File: src/rtl/updown_counter_mod.sv
// Parametrised up/down counter with synchronous load, enable and a runtime upper limit.
// WIDTH-bit unsigned count in [0, max_val]; wraps or saturates at the limits.
module updown_counter_mod #(
    parameter int WIDTH       = 8,
    parameter int SATURATE    = 0,
    parameter int RESET_VALUE = 0
) (
    input  logic             clk,
    input  logic             rst,
    input  logic             en,
    input  logic             up,
    input  logic             load,
    input  logic [WIDTH-1:0] count_in,
    input  logic [WIDTH-1:0] max_val,
    output logic [WIDTH-1:0] count,
    output logic             at_zero,
    output logic             at_max,
    output logic             wrap,
    output logic             sat
);

    localparam logic [WIDTH-1:0] RST_VAL  = WIDTH'(RESET_VALUE);
    localparam logic [WIDTH-1:0] ZERO     = '0;
    localparam logic [WIDTH-1:0] ONE      = WIDTH'(1);
    localparam bit               SAT_MODE = (SATURATE != 0);

    logic [WIDTH-1:0] count_nxt;
    logic             wrap_nxt;
    logic             sat_nxt;
    logic             out_of_range;

    assign out_of_range = (count > max_val);

    always_comb begin
        count_nxt = count;
        wrap_nxt  = 1'b0;
        sat_nxt   = 1'b0;
        if (load) begin
            count_nxt = (count_in > max_val) ? max_val : count_in;
        end else if (en) begin
            // count can exceed the limit only after max_val was lowered at runtime
            if (out_of_range) begin
                if (up) begin
                    if (SAT_MODE) begin
                        count_nxt = max_val;
                        sat_nxt   = 1'b1;
                    end else begin
                        count_nxt = ZERO;
                        wrap_nxt  = 1'b1;
                    end
                end else begin
                    count_nxt = max_val;
                end
            end else if (up) begin
                if (count != max_val) begin
                    count_nxt = count + ONE;
                end else if (SAT_MODE) begin
                    sat_nxt = 1'b1;
                end else begin
                    count_nxt = ZERO;
                    wrap_nxt  = 1'b1;
                end
            end else begin
                if (count != ZERO) begin
                    count_nxt = count - ONE;
                end else if (SAT_MODE) begin
                    sat_nxt = 1'b1;
                end else begin
                    count_nxt = max_val;
                    wrap_nxt  = 1'b1;
                end
            end
        end
    end

    always_ff @(posedge clk) begin
        if (rst) begin
            count <= RST_VAL;
            wrap  <= 1'b0;
            sat   <= 1'b0;
        end else begin
            count <= count_nxt;
            wrap  <= wrap_nxt;
            sat   <= sat_nxt;
        end
    end

    assign at_zero = (count == ZERO);
    assign at_max  = (count == max_val);

endmodule
File: config.mk
export PLATFORM = sky130hd
export DESIGN_NAME = updown_counter_mod
export DESIGN_NICKNAME = d
export VERILOG_FILES = /design/src/rtl/updown_counter_mod.sv
export SDC_FILE = /design/constraint.sdc
export NUM_CORES = 1
export LEC_CHECK = 0
export BUFFER_PORTS_ARGS = -buffer_cell sky130_fd_sc_hd__buf_2
export CAP_MARGIN = 20
export CORE_MARGIN = 3
export CORE_UTILIZATION = 55
export CTS_CLUSTER_DIAMETER = 120
export DETAILED_ROUTE_END_ITERATION = 6
export PLACE_DENSITY = 0.81
export RECOVER_POWER = 25
export SKIP_LAST_GASP = 1
export SLEW_MARGIN = 25
export SYNTH_ARGS = -nofsm -noshare
export SYNTH_HDL_FRONTEND = slang
export SYNTH_SLANG_ARGS = --single-unit
File: constraint.sdc
create_clock -name clk -period 3.7 [get_ports clk]
set_clock_uncertainty 0.15 [all_clocks]
set_input_delay 0.37 -clock clk [delete_from_list [all_inputs] [get_ports clk]]
set_output_delay 0.37 -clock clk [all_outputs]
set_load 0.01 [all_outputs]
==> Word level (Yosys, flattened, before mapping) <==
Index checks and enable logic that the tools add are counted.
{ "totals": {"reg_bits": 9, "in_bits": 21, "output_inout_bits": 12, "wordCells": 26} }
{ "classes": {"n_addsub": 2, "n_lt_le_gt_ge": 2, "eq_ne": 2, "muxes": 13, "bitwise": 1, "reduce_logical": 4} }
{ "ops": {"columns": ["cell", "count"], "rows": [
  ["$mux W8", 8],
  ["$gt A8 B8 Y1", 2],
  ["$add A8 B1 Y8 const B", 1],
  ["$eq A8 B8 Y1", 1],
  ["$logic_not A8 Y1", 1],
  ["$ne A8 B8 Y1", 1],
  ["$reduce_bool A8 Y1", 1],
  ["$sub A8 B1 Y8 const B", 1],
  ["$mux W1", 5],
  ["$reduce_or A3 Y1", 1],
  ["$reduce_bool A2 Y1", 1],
  ["$not A1 Y1", 1]
]} }

==> Depth between registers and ports, before layout <==
Gate-level depths: netlist of run 1.
{ "depth": {"word_depth": 6, "mapped_depth": 9, "ltp_nobuf": 9} }

==> Least setup slack after synthesis of run 1 <==
OpenSTA, ideal clock, no wires.
{ "synth_timing": {"path_type": "register to register", "startpoint": "register count[0]", "endpoint": "register count[0]", "setup_ps": 136, "arrival_ps": 2021, "t_required_ps": 3414, "setup_slack_ps": 1393, "stages_incl_launch_ff": 9, "path_buffers": 0, "synth_period_minus_slack_ps": 2307, "cell_sequence": "dfxtp_1 > inv_1 > ha_1 > nand4_1 > nor2_4 > nor2b_2 > o31a_4 > a221oi_1 > a2111oi_2"} }
{ "synth_between": {"elab_chain_len": 6, "elab_cells_between_ends": 11, "cone_classes": "add/sub (2); order compare (1); eq/ne (1); mux (6); reduce/logical (1)"} }
{ "synth_lines": {"columns": ["element", "line_no", "text"], "rows": [
  ["from (decl)", "15", "output logic [WIDTH-1:0] count,"],
  ["from (signal assigned)", "82", "count <= count_nxt;"],
  ["$sub A8 B1 Y8 (tied with other cells)", "65", "count_nxt = count - ONE;"],
  ["$mux W8 (on tied branches)", "64, 55", null],
  ["$mux W8", "54", "end else if (up) begin"],
  ["$mux W8 *", "42", "if (out_of_range) begin"],
  ["$mux W8 *", "40", "end else if (en) begin"],
  ["$mux W8 *", "38", "if (load) begin"]
]} }
Every way passes the cells marked *; elsewhere a longest branch is shown, timed or not. The select of a mux whose other input is x is not followed.
A chain may end at the register's enable or synchronous reset.

==> Worst setup path after layout of run 1 <==
{ "layout_timing": {"startpoint": "register count[7]", "endpoint": "register count[0]"} }
{ "layout_between": {"elab_chain_len": 6, "elab_cells_between_ends": 9, "cone_classes": "order compare (1); eq/ne (1); mux (6); reduce/logical (1)"} }
{ "layout_lines": {"columns": ["element", "line_no"], "rows": [
  ["parallel branches: the longest is 3 deep, another holds $gt A8 B8 Y1", null],
  ["$mux W8 *", "42"],
  ["$mux W8 *", "40"],
  ["$mux W8 *", "38"]
]} }
Mark *: on every way between the ends. The select of a mux whose other input is x is not followed.

==> flow_summary.json, run 1 <==
{
  "vias": 1479,
  "die_h_um": 57.0,
  "rsz0062_at_grt": "false",
  "n_antenna_cell": 0,
  "via_per_inst": 6.35,
  "cp-start-kind": "register",
  "cp.required_ps": 3720,
  "synth-async-reset-ratio_pct": 0,
  "clk_path_buf_depth": 2,
  "drive_gt1_share_pct": 23.4,
  "h-tree-depth": 1,
  "placed_area_um2": 1570,
  "setup_tns_ps": 0,
  "core_um2": 2340,
  "insertion_delay_ps": 270,
  "slew_violations": 0,
  "port_buffers": 31,
  "sequentialPowerShare_pct": 29.6,
  "arrival_ps": 2580,
  "ant_nets": 0,
  "grt_max_degree": 17,
  "power.density_nw_per_um2": 281,
  "yosys-mux-area-fraction_pct": 7.09,
  "status": "complete, no violations",
  "cts_resized": 0,
  "swShare_pct": 44.3,
  "dr.pass1.iters": 4,
  "area_growth_pct": 10.9,
  "cts_inserted_buffers": 3,
  "synth_flop_cell": "dfxtp_1",
  "p_comb_share_pct": 51.7,
  "min_period_ps": 2560,
  "syn_avg_cell_area_um2": 8.03,
  "hold_violations": 0,
  "clockRootBuffer": "clkbuf_4",
  "syn-cell-area_um2": 1430,
  "cp_slowest_cell": "dfxtp_1",
  "synth_compound_area_share_pct": 29.0,
  "cts_setup_buffers": 0,
  "crit_fanout": 10,
  "syn-num-nets": 218,
  "synth_top_family_by_area": "compound AO/OA/AOI/OAI gates",
  "grt_pass1_wl_um": 6520,
  "yosys.area_share.xor_xnor_pct": 2.45,
  "p_int_uw": 248,
  "fmax_mhz": 391,
  "ys_types": 56,
  "start_util_pct": 61.1,
  "syn_inst": 178,
  "antenna_found_initial": 0,
  "ios": 33,
  "p_leak_nw": 0.715,
  "cts_tree": "done",
  "gp_congestion": 0.871,
  "switchingPower_uw": 198,
  "yosys.area_share.simple_pct": 22.3,
  "ys_ff_latch": 9,
  "die_w_um": 57.0,
  "rows": 17,
  "peakVddDrop_mv": 0.206,
  "maxCapViolations": 0,
  "final_area_um2": 1590,
  "cts.sinks": 9,
  "slowest_delay_ps": 550,
  "grtUsageTotal_pct": 25.3,
  "grt_overflow": 0,
  "synth-edff-count": 0,
  "first_global_vias": 1429,
  "cts_hold_buffers": 0,
  "wl_per_cell_um": 16.9,
  "dieArea_um2": 3250,
  "synth_fa_ha_area_share_pct": 16.6,
  "worstHoldPathType": "input port to register",
  "period_share_pct": 69.2,
  "drt_iter0_drc": 33,
  "path_cells": "ha_1 > a21oi_1 > o21ai_1 > nor2b_2 > nor2_2 > a221oi_1 > a2111oi_2",
  "clock_power_share_pct": 18.7,
  "ys_seq_area_share_pct": 12.6,
  "drt-total-wl_um": 3930,
  "critical_path_class": "register to register",
  "clkSlewWorstSetupHoldPaths_ps": 70,
  "yosysWarnings": 0,
  "route.detailed.drc": 0,
  "dpl.hpwl_um": 3100,
  "cp-end-kind": "register",
  "setup_viol": 0,
  "nets": 246
}
## sequential cells by signal (all words and copies together) (netlist names)
register  count
count         8
wrap          1
## through the flow
| stage | power [mW] | hold WS (ps) | setup WS [ps] | utilization (%) | std cells |
|---|---|---|---|---|---|
| global route | 0.481 | 219 | 1030 | 67.8 | 233 |
| floorplan | 0.302 | 356 | 1390 | - | 178 |
| detailed placement | 0.362 | 502 | 1150 | 67.0 | 229 |
| finish | 0.446 | 211 | 1140 | 67.8 | 233 |
| global placement | 0.354 | 481 | 1270 | 67.0 | 229 |
| CTS | 0.446 | 207 | 1150 | 68.1 | 233 |
## final timing paths
kind	startpoint	end	slack (ps)	cells past startpoint
max	count[7]	count[0]	1140	7
min	max_val[2]	count[2]	210	3
max reg2reg	count[7]	count[0]	1140	7
min reg2reg	count[6]	count[6]	620	3
## cell type report
| type | instances | area, µm² |
|---|---|---|
| multi-input combinational | 140 | 1110 |
| fill | 214 | 753 |
| sequential | 9 | 180 |
| timing repair buffer | 32 | 156 |
| inverter | 20 | 76.3 |
| tap | 28 | 35.0 |
| clock buffer | 4 | 26.3 |
## power groups by stage
| stage | Clock [mW] | Sequential (mW) | Combinational [mW] |
|---|---|---|---|
| detailed placement | 0 | 0.134 | 0.229 |
| global route | 0.0906 | 0.134 | 0.256 |
| CTS | 0.0843 | 0.131 | 0.230 |
| floorplan | 0 | 0.126 | 0.176 |
| finish | 0.0834 | 0.132 | 0.231 |
| global placement | 0 | 0.133 | 0.222 |
## synth_stat cells (3+ instances only)
master | count | area share (%)
clkbuf_1 | 3 | 0.79
nand3_1 | 5 | 1.7
a21oi_1 | 12 | 4.2
nor2_1 | 9 | 2.4
inv_1 | 19 | 5.0
xnor2_1 | 3 | 1.8
dfxtp_1 | 9 | 13
a31oi_1 | 4 | 1.7
ha_1 | 19 | 17
a211o_1 | 4 | 2.4
nand4_1 | 4 | 1.7
o221ai_1 | 3 | 1.8
mux2i_1 | 9 | 6.3
nor3_1 | 10 | 3.5
nand2_1 | 11 | 2.9
o21ai_0 | 4 | 1.4
## critical path: cells and delay by family, from the launching register on
family                     cells  cell delay (ps)
adders and majority gates      1              360
and+or+nand+nor                2              570
AOI/OAI and AO/OA              4              840
DFF                            1              550
## cells in the final DEF (no fill, tap or decap), types with 4 or more instances in the layout
master / netlist / layout
dfxtp_1: 9 / 9
o21ai_0: 4 / 4
inv_1: 19 / 19
nor3_1: 10 / 10
a31oi_1: 4 / 4
buf_2: 2 / 26
nand3_1: 5 / 5
a211o_1: 4 / 4
nand2_1: 11 / 11
nor2_1: 9 / 9
mux2i_1: 9 / 9
ha_1: 19 / 19
nand4_1: 4 / 4
a21oi_1: 12 / 12
clkbuf_1: 3 / 6
## metal layers
metal | vias to the layer above | share of wire, % | track usage (%)
met5 | - | 0 | 0
met4 | 0 | 2.2 | 9.93
met3 | 11 | 5.4 | 4.52
met2 | 55 | 50 | 42.9
met1 | 692 | 42 | 31.7
li1 | 721 | - | -
## cells by family after synthesis
| logic type | after synthesis |
|---|---|
| compound gates | 51 |
| simple gates | 55 |
| flops | 9 |
| fa+ha+maj | 19 |
| mux | 10 |
| buf+inv | 29 |
| xor+xnor | 4 |
| other cells | 1 |
No activity file was read; power rests on OpenSTA's default activity.
==> run 2: changes to the inputs <==
--- a/config.mk
+++ b/config.mk
@@ -8,10 +8,10 @@
 export BUFFER_PORTS_ARGS = -buffer_cell sky130_fd_sc_hd__buf_2
 export CAP_MARGIN = 20
 export CORE_MARGIN = 3
-export CORE_UTILIZATION = 55
+export CORE_UTILIZATION = 49
 export CTS_CLUSTER_DIAMETER = 120
 export DETAILED_ROUTE_END_ITERATION = 6
-export PLACE_DENSITY = 0.81
+export PLACE_DENSITY = 0.77
 export RECOVER_POWER = 25
 export SKIP_LAST_GASP = 1
 export SLEW_MARGIN = 25
==> constraint.sdc (replaced) <==
create_clock -name clk -period 2.12 [get_ports clk]
set_clock_uncertainty 0.15 [all_clocks]
set_input_delay 0.212 -clock clk [delete_from_list [all_inputs] [get_ports clk]]
set_output_delay 0.212 -clock clk [all_outputs]
set_load 0.01 [all_outputs]
==> run 2 against run 1 <==
  * The run now ends with negative setup slack left
  * Sequential share of layout area is 2.4 points lower
  * Combinational power rose to 2.7 times the previous value
  * Design area is 31% higher
  * Global-route usage up 3.4 points
  * Highest routed layer unchanged
==> flow_summary.json, run 2 (synthesis gave the netlist of run 1 again) <==
{
  "rrSetupSlack_ps": -100,
  "hp-start": "max_val[3]",
  "start_util_pct": 54.7,
  "violations": "negative setup slack",
  "cp.required_ps": 2110,
  "critical_path_class": "register to register",
  "crit_fanout": 7,
  "grt_overflow": 0,
  "largest_reg_flops": 8,
  "grt_max_degree": 17,
  "nets": 285,
  "die_w_um": 60.0,
  "p_int_uw": 560,
  "dieArea_um2": 3600,
  "route.detailed.drc": 0,
  "cp-start-kind": "register",
  "cts_tree": "done",
  "grt_pass1_wl_um": 7870,
  "hold_violations": 0,
  "n_antenna_cell": 0,
  "reg2reg_depth": 8,
  "cts_inserted_buffers": 3,
  "reg2reg_from": "count[5]",
  "ant_nets": 0,
  "worstHoldPathType": "input port to register",
  "vias": 1718,
  "grtUsageTotal_pct": 28.7,
  "arrival_ps": 2210,
  "via_per_inst": 6.27,
  "port_buffers": 31,
  "cts.sinks": 9,
  "cp-end-kind": "register",
  "rows": 18,
  "sequentialPowerShare_pct": 20.7,
  "ios": 33,
  "min_path_cells": 4,
  "core_um2": 2610,
  "place_inst": 258,
  "clockRootBuffer": "clkbuf_4",
  "clock_power_share_pct": 14.8,
  "die_h_um": 60.0,
  "reg_top3": "count: 8 flops, wrap: 1 flops",
  "first_global_vias": 1744,
  "switchingPower_uw": 423,
  "cts_hold_buffers": 0,
  "h-tree-depth": 1,
  "antenna_found_initial": 0,
  "drt-total-wl_um": 5070,
  "r2r-end": "count[5]",
  "dr.pass1.iters": 4,
  "slew_violations": 0,
  "swShare_pct": 43.0,
  "power.density_nw_per_um2": 471,
  "gp_congestion": 0.986,
  "rsz0062_at_grt": "true",
  "status": "complete, but fails checks",
  "clk_path_buf_depth": 2,
  "fillers": 173,
  "min_period_ps": 2220,
  "timing.hold.ws_ps": 146,
  "drt_iter0_drc": 115,
  "top_register": "count",
  "multi_input_area_um2": 1250,
  "wl_per_cell_um": 18.5,
  "p_leak_nw": 0.954,
  "period_share_pct": 105,
  "hold_path_end": "count[3]",
  "stdcell_count": 274,
  "final_util_pct": 79.8,
  "final_common_cell": "buf_4",
  "layout_setup_ws_ps": -98.4,
  "clkSlewWorstSetupHoldPaths_ps": 80,
  "drive_gt1_share_pct": 45.9,
  "p_comb_share_pct": 64.5,
  "area_growth_pct": 45.8,
  "seq_area_um2": 188,
  "fmax_mhz": 451,
  "maxCapViolations": 0,
  "dpl.hpwl_um": 3650,
  "peakVddDrop_mv": 0.412,
  "layout_common_cells": "buf_4, buf_2, inv_1",
  "insertion_delay_ps": 270,
  "setup_viol": 7
}
run 2: cell type report:
cell class,count,area share (%)
flip-flops and latches,9,9.00
multi-input cells,140,60.2
repair buffers,71,23.8
clock buffers,4,1.26
inverters,20,3.96
well taps,30,1.80
run 2: worst max-delay path, stage by stage (launching register included):
cell	delay, ps
dfxtp_1	320
ha_1	330
a21oi_1	80
o21ai_1	270
nor2b_2	330
nor2_4	110
buf_4	150
a221oi_2	220
o32ai_1	120
run 2: worst max-delay path by stage:
stage / start / to / slack (ps) / depth (start not counted)
6_report: count[5] / count[5] / -100 / 8
5_1_grt: count[5] / count[5] / -220 / 8
4_1_cts: count[0] / count[1] / -40 / 8
3_5_place_dp: max_val[1] / count[0] / -220 / 9
3_3_place_gp: max_val[2] / count[6] / -100 / 9
2_1_floorplan: count[0] / count[0] / -3 / 8
run 2: layer usage:
metal,part of all wire (%),track usage (%),wire length [µm],vias to the layer above
met2,50,52.0,2540,101
met4,2.5,7.91,128,0
li1,-,-,-,809
met5,0,0,0,-
met1,40,34.0,2030,792
met3,7.2,5.40,366,16
run 2: per-stage QoR:
step	area, µm²	total power [mW]	TNS (ps)	setup WS [ps]
CTS	1990	0.919	-91.9	-36.0
floorplan	1450	0.534	-3.06	-3.06
global route	2080	1.03	-1180	-218
detailed placement	1800	0.714	-1200	-216
finish	2080	0.982	-333	-98.4
global placement	1800	0.691	-481	-96.2
run 2: power by group through the flow:
stage	Combinational, mW	Sequential [mW]	Clock (mW)
5_1_grt	0.679	0.204	0.151
2_1_floorplan	0.312	0.222	0
4_1_cts	0.572	0.202	0.144
3_3_place_gp	0.490	0.202	0
3_5_place_dp	0.512	0.202	0
6_report	0.634	0.203	0.146
run 2: timing repair:
action / 4_1_cts / 5_1_grt
buffers inserted: 7 / 6
pin swaps: 12 / 18
setup endpoints to repair: 8 / 9
resized for setup: 14 / 12
